===== src/rtl/iterative_control_unit_pkg.sv =====
// Shared types for the iterative multiply control unit: state encoding and default word width.
package iterative_control_unit_pkg;

    localparam int CNT_W_DEF = 32;

    typedef enum logic [2:0] {
        IDLE  = 3'd0,
        LOAD  = 3'd1,
        CHECK = 3'd2,
        ACCUM = 3'd3,
        DONE  = 3'd4
    } state_t;

endpackage


===== src/rtl/iterative_control_unit_iter_counter.sv =====
// Iteration counter: synchronous clear wins over increment; wraps modulo 2^CNT_W.
module iter_counter
    import iterative_control_unit_pkg::*;
#(
    parameter int CNT_W = CNT_W_DEF
) (
    input  logic             clk,
    input  logic             rst,
    input  logic             clr_i,
    input  logic             inc_i,
    output logic [CNT_W-1:0] count_o
);

    logic [CNT_W-1:0] count_q;
    logic [CNT_W-1:0] count_d;

    always_comb begin
        count_d = count_q;
        if (clr_i) begin
            count_d = '0;
        end else if (inc_i) begin
            count_d = count_q + CNT_W'(1);
        end
    end

    always_ff @(posedge clk) begin
        if (rst) begin
            count_q <= '0;
        end else begin
            count_q <= count_d;
        end
    end

    assign count_o = count_q;

endmodule


===== src/rtl/iterative_control_unit.sv =====
// Moore control unit sequencing a repeated-addition multiplier datapath.
// Optional iteration timeout compiled in with ITER_TIMEOUT_EN.
//
// state | meaning
// IDLE  | waiting for start, all outputs low
// LOAD  | load A/B, clear R, clear count and err
// CHECK | test datapath b_zero flag
// ACCUM | R += A, B -= 1, count++
// DONE  | one-cycle completion pulse
module iterative_control_unit
    import iterative_control_unit_pkg::*;
#(
    parameter int CNT_W    = CNT_W_DEF,
    parameter int MAX_ITER = 1024
) (
    input  logic             clk,
    input  logic             rst,
    input  logic             start,
    input  logic             b_zero,
    output logic             ld_ab,
    output logic             clr_r,
    output logic             ld_r,
    output logic             dec_b,
    output logic             busy,
    output logic             done,
    output logic             err,
    output logic [CNT_W-1:0] iter_count
);

    state_t state_q;
    state_t state_d;

    if (MAX_ITER < 1) begin : g_max_iter_chk
        $error("MAX_ITER must be positive");
    end

`ifdef ITER_TIMEOUT_EN
    logic err_q;
    logic err_d;
`endif

    always_comb begin
        state_d = state_q;
        ld_ab   = 1'b0;
        clr_r   = 1'b0;
        ld_r    = 1'b0;
        dec_b   = 1'b0;
        busy    = 1'b0;
        done    = 1'b0;
`ifdef ITER_TIMEOUT_EN
        err_d   = err_q;
`endif
        case (state_q)
            IDLE: begin
                if (start) begin
                    state_d = LOAD;
                end
            end
            LOAD: begin
                ld_ab   = 1'b1;
                clr_r   = 1'b1;
                busy    = 1'b1;
                state_d = CHECK;
`ifdef ITER_TIMEOUT_EN
                err_d   = 1'b0;
`endif
            end
            CHECK: begin
                busy = 1'b1;
                if (b_zero) begin
                    state_d = DONE;
`ifdef ITER_TIMEOUT_EN
                end else if (iter_count == CNT_W'(MAX_ITER)) begin
                    state_d = DONE;
                    err_d   = 1'b1;
`endif
                end else begin
                    state_d = ACCUM;
                end
            end
            ACCUM: begin
                ld_r    = 1'b1;
                dec_b   = 1'b1;
                busy    = 1'b1;
                state_d = CHECK;
            end
            DONE: begin
                done    = 1'b1;
                state_d = IDLE;
            end
            default: begin
                state_d = IDLE;
            end
        endcase
    end

    always_ff @(posedge clk) begin
        if (rst) begin
            state_q <= IDLE;
        end else begin
            state_q <= state_d;
        end
    end

`ifdef ITER_TIMEOUT_EN
    always_ff @(posedge clk) begin
        if (rst) begin
            err_q <= 1'b0;
        end else begin
            err_q <= err_d;
        end
    end

    assign err = err_q;
`else
    assign err = 1'b0;
`endif

    // Counter clears on the LOAD decode and counts each ACCUM cycle.
    iter_counter #(
        .CNT_W(CNT_W)
    ) u_iter_counter (
        .clk    (clk),
        .rst    (rst),
        .clr_i  (ld_ab),
        .inc_i  (ld_r),
        .count_o(iter_count)
    );

endmodule


===== config.mk =====
export PLATFORM = sky130hd
export DESIGN_NAME = iterative_control_unit
export DESIGN_NICKNAME = d
export VERILOG_FILES = /design/src/rtl/iterative_control_unit_pkg.sv /design/src/rtl/iterative_control_unit_iter_counter.sv /design/src/rtl/iterative_control_unit.sv
export SDC_FILE = /design/constraint.sdc
export NUM_CORES = 1
export LEC_CHECK = 0
export ABC_AREA = 1
export BUFFER_PORTS_ARGS = -buffer_cell sky130_fd_sc_hd__clkbuf_2
export CAP_MARGIN = 40
export CORE_MARGIN = 1.5
export CORE_UTILIZATION = 35
export DETAILED_ROUTE_END_ITERATION = 10
export PLACE_DENSITY = 0.53
export SETUP_SLACK_MARGIN = 0.1
export SYNTH_ARGS = -nofsm -noshare
export SYNTH_HDL_FRONTEND = slang
export SYNTH_SLANG_ARGS = --single-unit
export TNS_END_PERCENT = 1

===== constraint.sdc =====
create_clock -name clk -period 2.19 [get_ports clk]
set_input_delay 0.3285 -clock clk [delete_from_list [all_inputs] [get_ports clk]]
set_output_delay 0.3285 -clock clk [all_outputs]
set_load 0.05 [all_outputs]

==> metrics.txt <==
Worst EP required=1.86 ns; IO Count=43; Site Rows=27; P per Cell Area=572 nW/um^2; minimum clock period=1.88 ns; clock root buffer=clkbuf_8; Iter 0 DRT Violations=76; WL final=4870 um; count leader, synth=nand2_1; Final Skew=0.00363 ns; Synth top area share=35.4%; die height=78.3 um; outcome=finished, final reports clean; first-pass GRT wire length=7980 um; DR pass1 iterations=4; Port Buf Inserts=41; Yosys cell types=27; GRT Overall Usage=17.1%; final non-filler cell total=428; Mapped Avg Cell Area=6.35 sq um; cell area after synthesis=1980 sq um; Tcrit/Tclk final=85.8%; final instance area=2330 sq um; peak supply drop=0.375 mV; Flop pwr share=49.3%; RSZ-0062 raised after global routing=false; clock share of power=38.9%; # setup viols final=0; Die Wd=78.3 um; FILL cells=612; yosys warns=0; sw frac=27.3%; latest clock arrival within the worst-skew pair=0.29 ns; Via density=4.50; clock-pin slew on the worst setup and hold paths=0.07 ns; layout cells sized above 1=17.4%; antenna viol nets, final=0; FMAX=0.532 GHz; most frequent cells after synthesis=nand2_1, nor2_1, inv_1; Gate power share=11.8%; Synth area leader=dfxtp_1; post-synthesis sequential area ratio=35.4%; Overall Power=1.33 mW; max-cap violations=0; CTS tree=done; CTS hold repair buffers=0; GPL Wtd Cong=0.823; vias after detailed routing=1928; total negative setup slack=0 ns; LEAKAGE=0.993 nW; crit end category=output port; # DRC=0; Placed Cells=420; cts repair resizes=0; H-tree Lvls=2; #FFs+latches synth=35; number of global-route vias before repair=1678; post-DP HPWL=3790 um; placed instance area=2230 sq um; final hold slack=0.224 ns; CTS sink count=35; WL per Instance=11.4 um; fin worst setup slack=0.311 ns; NetSw=0.364 mW; Clock Path Buffers=2; crit start category=flip-flop; ys flop type=dfxtp_1; Hold Violations, Final=0; number of synthesized flops with an enable pin=0; largest net degree at the start of global routing=19; synth-to-layout area growth=17.7%; Hold Path Class=primary input to flip-flop; fin util=42.6%; buffer count from post-CTS setup fixing=0; antenna cells=0; cells after synthesis=312; die area=6120 sq um; Slew Viols, Final=0; Int Pwr=0.969 mW; crit path DAT=1.55 ns; synth top area cells=dfxtp_1, nand2_1, nor2_1, inv_1, nand3_1; Core Area=5470 sq um; nets@finish=360; Crit Path Class=flip-flop to output port; Starting Density=36.2%; CTS buffer count=5; initial antenna violation count=0; GRT Residual Overflow=0; dpl ws=0.500 ns; biggest fanout along the worst timing path=14; share of flip-flops with an asynchronous set or reset=0%; Mapped Nets=317
-- worst paths after layout --
check / cells past startpoint / end / slack, ns / start
setup / recovery: 3 / dec_b / 0.31 / state_q[1]$_SDFFE_PP0P_
hold / removal: 2 / state_q[2]$_SDFFE_PP0P_ / 0.22 / rst
setup reg to reg: 7 / u_iter_counter.count_o[12]$_SDFFE_PP0P_ / 0.49 / u_iter_counter.count_o[0]$_SDFFE_PP0P_
hold reg to reg: 2 / u_iter_counter.count_o[6]$_SDFFE_PP0P_ / 0.46 / u_iter_counter.count_o[6]$_SDFFE_PP0P_
-- placed cells by master, fill, tap and decap left out, drive strengths merged, types with 2 or more instances in the layout --
cell / netlist / routed
nand2: 81 / 81
o21ai: 10 / 10
nor2: 75 / 75
a21oi: 12 / 12
a31oi: 2 / 2
xor2: 5 / 5
inv: 43 / 43
nand4: 9 / 9
dfxtp: 35 / 35
nor3: 2 / 2
buf: 6 / 2
clkbuf: 1 / 49
nand3: 25 / 25
-- sequential cells by signal, indices dropped and copies added, names as in the netlist --
name / flops
state_q: 3
u_iter_counter.count_o: 32
-- metal layers --
metal / part of all wire (%) / track usage [%]
met5: 0 / 0
met4: 1.9 / 7.50
met3: 4.0 / 3.95
met2: 46 / 28.2
met1: 49 / 21.1
-- cell families (layout without fill, tap and decap cells) --
logic type                 count (synthesis)  after routing  synth area share [%]
adders and majority gates                  1              1                 0.631
AOI/OAI and AO/OA                         24             24                  6.19
and+or+nand+nor                          196            196                  44.3
DFF                                       35             35                  35.4
buffers and inverters                     50             94                  11.2
other                                      1              1                 0.189
xor gates and xnor gates                   5              5                  2.21
-- critical path, cell delays in order (launching register included) --
cell      delay, ns
dfxtp_1        0.41
nand2_1        0.12
nor2_4         0.36
clkbuf_2       0.36
-- power by group through the flow --
stage               logic [mW]  clock network, mW  registers (mW)
floorplan                0.125                  0           0.681
global placement         0.160                  0           0.671
detailed placement       0.161                  0           0.671
CTS                      0.160              0.543           0.656
global route             0.172              0.570           0.658
finish                   0.157              0.519           0.657
-- final cells by class --
| type | instances | area, sq um | area share [%] |
|---|---|---|---|
| multi-input combinational | 227 | 1060 | 45.4 |
| sequential | 35 | 701 | 30.0 |
| timing repair buffer | 43 | 220 | 9.44 |
| inverter | 43 | 161 | 6.92 |
| clock buffer | 8 | 100 | 4.29 |
| tap | 72 | 90.1 | 3.86 |
(Power assumes the default switching activity.)
